## config.mk

```make
export PLATFORM = sky130hd
export DESIGN_NAME = cpld_flag_sync
export DESIGN_NICKNAME = d
export VERILOG_FILES = /design/src/rtl/cpld_sync_pkg.sv /design/src/rtl/sync_chain.sv /design/src/rtl/cpld_flag_sync.sv
export SDC_FILE = /design/constraint.sdc
export NUM_CORES = 1
export LEC_CHECK = 0
export BUFFER_PORTS_ARGS = -buffer_cell sky130_fd_sc_hd__buf_2
export CAP_MARGIN = 40
export CORE_AREA = 10 10 47 49
export CTS_CLUSTER_DIAMETER = 30
export DETAILED_ROUTE_END_ITERATION = 10
export DIE_AREA = 0 0 57 59
export GPL_ROUTABILITY_DRIVEN = 0
export PLACE_DENSITY_LB_ADDON = 0.12
export SLEW_MARGIN = 40
export SYNTH_ARGS = -nofsm -noshare
export SYNTH_HDL_FRONTEND = slang
export SYNTH_HIERARCHICAL = 1
export SYNTH_SLANG_ARGS = --single-unit
```

## constraint.sdc

```tcl
create_clock -name clk -period 1.2 [get_ports clk]
set_clock_uncertainty 0.2 [all_clocks]
set_input_delay 0.24 -clock clk [delete_from_list [all_inputs] [get_ports clk]]
set_output_delay 0.24 -clock clk [all_outputs]
set_load 0.02 [all_outputs]
```

## src/rtl/cpld_sync_pkg.sv

```systemverilog
// rtl/cpld_sync_pkg.sv - shared constants for flag crossings between the bus-analyzer and UART domains
package cpld_sync_pkg;

    localparam int SYNC_STAGES_MIN = 2;
    localparam int SYNC_STAGES_MAX = 4;

    localparam int FLAG_MODE_PULSE  = 0;
    localparam int FLAG_MODE_TOGGLE = 1;

    function automatic bit sync_stages_legal(input int n);
        return (n >= SYNC_STAGES_MIN) && (n <= SYNC_STAGES_MAX);
    endfunction

endpackage

```

## src/rtl/sync_chain.sv

```systemverilog
// rtl/sync_chain.sv - N-flop bit synchronizer with asynchronous active-high reset
module sync_chain #(
    parameter int N = 2
) (
    input  logic clk,
    input  logic rst,
    input  logic d,
    output logic q
);

    // Plain flop-to-flop chain; nothing may sit between stages.
    logic [N-1:0] s;

    always_ff @(posedge clk or posedge rst) begin
        if (rst) begin
            s <= '0;
        end else begin
            s <= {s[N-2:0], d};
        end
    end

    assign q = s[N-1];

endmodule

```

## src/rtl/cpld_flag_sync.sv

```systemverilog
// rtl/cpld_flag_sync.sv - flag synchronizer emitting one registered pulse per detected event
module cpld_flag_sync
    import cpld_sync_pkg::*;
#(
    parameter int SYNC_STAGES = 2,
    parameter int TOGGLE_MODE = 0,
    parameter int CNT_W       = 8
) (
    input  logic             clk,
    input  logic             rst,
    input  logic             flag_in,
    output logic             flag_out,
    output logic             flag_level,
    output logic [CNT_W-1:0] event_cnt
);

    generate
        if (!sync_stages_legal(SYNC_STAGES)) begin : g_bad_stages
            $fatal(1, "cpld_flag_sync: SYNC_STAGES must be within 2..4");
        end
    endgenerate

    logic sync_q;
    logic hist;
    logic ev;

    sync_chain #(
        .N (SYNC_STAGES)
    ) u_sync (
        .clk (clk),
        .rst (rst),
        .d   (flag_in),
        .q   (sync_q)
    );

    // hist resets to 0, so a flag already high at release counts as an event in both modes.
    assign ev = (TOGGLE_MODE == FLAG_MODE_TOGGLE) ? (sync_q ^ hist) : (sync_q & ~hist);

    always_ff @(posedge clk or posedge rst) begin
        if (rst) begin
            hist      <= 1'b0;
            flag_out  <= 1'b0;
            event_cnt <= '0;
        end else begin
            hist     <= sync_q;
            flag_out <= ev;
            if (ev) begin
                event_cnt <= event_cnt + CNT_W'(1);
            end
        end
    end

    assign flag_level = sync_q;

endmodule

```

==> key figures <==
Status
  – Status: finished with violations
  – Failing checks: negative setup slack

Synthesis
  – Number of flops mapped to enable cells by yosys: 0
  – Top_reg_cell synth: dfrtp_1
  – Async SR Flop Fraction: 100%
  – Count leader, synth: dfrtp_1
  – Synth top area share: 64.7%
  – Top cells by area, synth: dfrtp_1, xnor2_1, nand4_1
  – Sequential area share after synthesis: 64.7%
  – Synth Net Count: 37
  – Yosys top cell by area: dfrtp_1
  – Synthesized area: 464 um2
  – Synth cell count leaders: dfrtp_1, xnor2_1, nand2_1, nand4_1, inv_1
  – Post-synth cell types: 12
  – Warnings, synthesis: 6
  – Average size of a mapped cell: 14.1 um2
  – FF+latch count, synth: 12
  – Gate count of the mapped netlist: 33

Timing
  – Final setup violation count: 19
  – Setup ws final: -162 ps
  – Max-slew violations: 0
  – Actual slew at the worst max-slew pin: 374 ps
  – RSZ-0062 raised after global routing: yes
  – Hold WS: 158 ps
  – Fmax achieved: 0.734 GHz
  – Period utilization: 113%
  – Final min period: 1360 ps
  – Relative slew margins: 75.1%
  – Final count of hold timing violations: 0

Routing
  – WL final: 1000 um
  – DRC errors left: 0
  – Antenna Nets Post-Route: 0
  – Routed wire per std cell: 12.2 um
  – Initial DRC Count: 2
  – Via count: 352
  – Via density: 4.29
  – TritonRoute pass-1 iters: 3

Worst setup path
  – Worst path most repeated cell: buf_6
  – WP data arrival: 920 ps
  – Critical Path Max Stage Delay: 420 ps
  – CP cell instances: buf_6 -> buf_6
  – Setup CP Type: reg2out
  – CP endpoint kind: output port
  – Startpoint Class: flip-flop
  – CP max FO: 2
  – Buffers & Inverters on Critical Path: 2
  – CP max-delay cell: dfrtp_2
  – Delay-heaviest family, CP: flip-flops
  – CP required: 760 ps

Layout
  – # fillers: 117
  – Share of layout cells above drive strength 1: 71.2%
  – FF+latch area: 308 um2
  – Area growth syn-to-layout: 81.4%
  – Footprint of the multi-input gates: 185 um2
  – Final nets: 71
  – # diodes: 0

Floorplanning
  – Site Rows: 14
  – Die Y: 59 um
  – Die area: 0.00336 mm2
  – Core area: 0.00140 mm2
  – Initial core utilization: 33.1%
  – I/O Pins: 13
  – Die width: 57 um

GRT
  – Largest net degree at the start of global routing: 11
  – Initial antenna violation count: 0
  – First-pass GRT wire length: 1750 um
  – Vias in the first global route: 433
  – GRT Util Overall: 6.54%
  – GRT overflow: 0

Clock network
  – CTS sink count: 12
  – Root Driver: clkbuf_4
  – Clock buffer count from CTS: 3
  – CTS H-tree lvls: 1
  – Clock slew at reported path FFs: 70 ps
  – Clock Path Buffers: 2
  – Later-pin clock latency in the skew report: 260 ps
  – CTS tree: yes

Pwr
  – Flop pwr share: 32.8%
  – Max rail drop VDD: 0.00119 V
  – Leak: 0.000412 uW
  – PwrDens: 2190 mW/mm2
  – NetSw: 584 uW
  – Sw Share: 31.6%
  – Clock share of power: 16.6%
  – Internal cell power: 1260 uW
  – Combinational power share: 50.6%

Placed design
  – PortBufs: 12
  – DP HPWL: 705 um
  – Pre-CTS setup slack: -103 ps

Worst hold path
  – Hold Crit Class: reg2reg

Run
  – Max_cap viols: 0
[metrics by stage]
| stage | std cells | instance area [um2] | TNS (ps) | total power, uW | utilization, % |
|---|---|---|---|---|---|
| after floorplan | 33 | 475 | -233 | 901 | - |
| after global placement | 66 | 589 | -171 | 1110 | 42.1 |
| after detailed placement | 66 | 589 | -254 | 1130 | 42.1 |
| after CTS | 81 | 800 | -1490 | 1760 | 57.1 |
| after global routing | 82 | 842 | -2240 | 1960 | 60.1 |
| final | 82 | 842 | -1430 | 1850 | 60.1 |
[worst paths after layout]
check	from	endpoint	slack (ps)	cells after the start
setup reg to reg	u_sync/s[1]	event_cnt[1]	-140	3
setup / recovery	event_cnt[1]	event_cnt[1]	-160	2
hold / removal	u_sync/s[0]	u_sync/s[1]	160	0
max in group asynchronous	rst	event_cnt[4]	210	3
hold reg to reg	u_sync/s[0]	u_sync/s[1]	160	0
min in group asynchronous	rst	u_sync/s[0]	170	3
[power groups by stage]
stage	logic [uW]	clock network [uW]	registers (uW)
2_1_floorplan	160	0	741
3_3_place_gp	513	0	602
3_5_place_dp	520	0	612
4_1_cts	843	323	598
5_1_grt	1000	341	621
6_report	935	306	606
[kinds of logic after synthesis]
| group | Yosys count | share of synthesized area [%] |
|---|---|---|
| adder cells (fa/ha/maj) | 1 | 2.69 |
| XOR/XNOR | 7 | 13.2 |
| buffers and inverters | 3 | 4.04 |
| multiplexers | 1 | 2.43 |
| flip-flops | 12 | 64.7 |
| AND/OR/NAND/NOR | 9 | 12.9 |
[metal layers]
metal	vias to the layer above	GRT usage (%)	routed length, um	part of all wire (%)
met5	-	0	0	0
met4	0	4.03	0	0
met3	0	3.65	97	9.7
met2	10	10.5	515	52
met1	166	6.46	388	39
li1	176	-	-	-
[layout make-up]
type	count	area share, %
tap	16	2.38
timing repair buffer	30	33.9
clock buffer	4	4.31
inverter	2	0.892
sequential	12	36.6
multi-input combinational	18	22.0
[what timing repair did]
item | in CTS | in global routing
endpoints found under the hold margin | 13 | 0
hold buffers | 2 | 0
setup buffers | 9 | 1
setup endpoints to repair | 16 | 19
resized for setup | 24 | 9
pin swaps | 8 | 4
[state kept, by name, indices dropped and copies added (netlist names)]
register and cells:
u_sync/s 2, flag_out 1, hist 1, event_cnt 8
[cell usage in the layout (no fill, tap or decap)]
| cell | Yosys | layout |
|---|---|---|
| and3_1 | 1 | 1 |
| and4b_2 | 0 | 1 |
| buf_2 | 0 | 2 |
| buf_4 | 0 | 10 |
| buf_6 | 1 | 16 |
| clkbuf_4 | 0 | 3 |
| clkbuf_8 | 0 | 1 |
| dfrtp_1 | 12 | 6 |
| dfrtp_2 | 0 | 6 |
| dlygate4sd3_1 | 0 | 2 |
| ha_4 | 0 | 1 |
| inv_1 | 2 | 2 |
| mux2_4 | 0 | 1 |
| nand2_2 | 0 | 3 |
| nand4_1 | 3 | 3 |
| nor2b_4 | 1 | 1 |
| xnor2_1 | 6 | 4 |
| xnor2_2 | 0 | 2 |
| xor2_1 | 1 | 1 |
[worst reg2reg max path: stages, from the launching register on]
cell     delay, ps
dfrtp_2        370
buf_4          110
nor2b_4        230
mux2_4         320
Note: power is estimated with default switching activity, not from simulation.
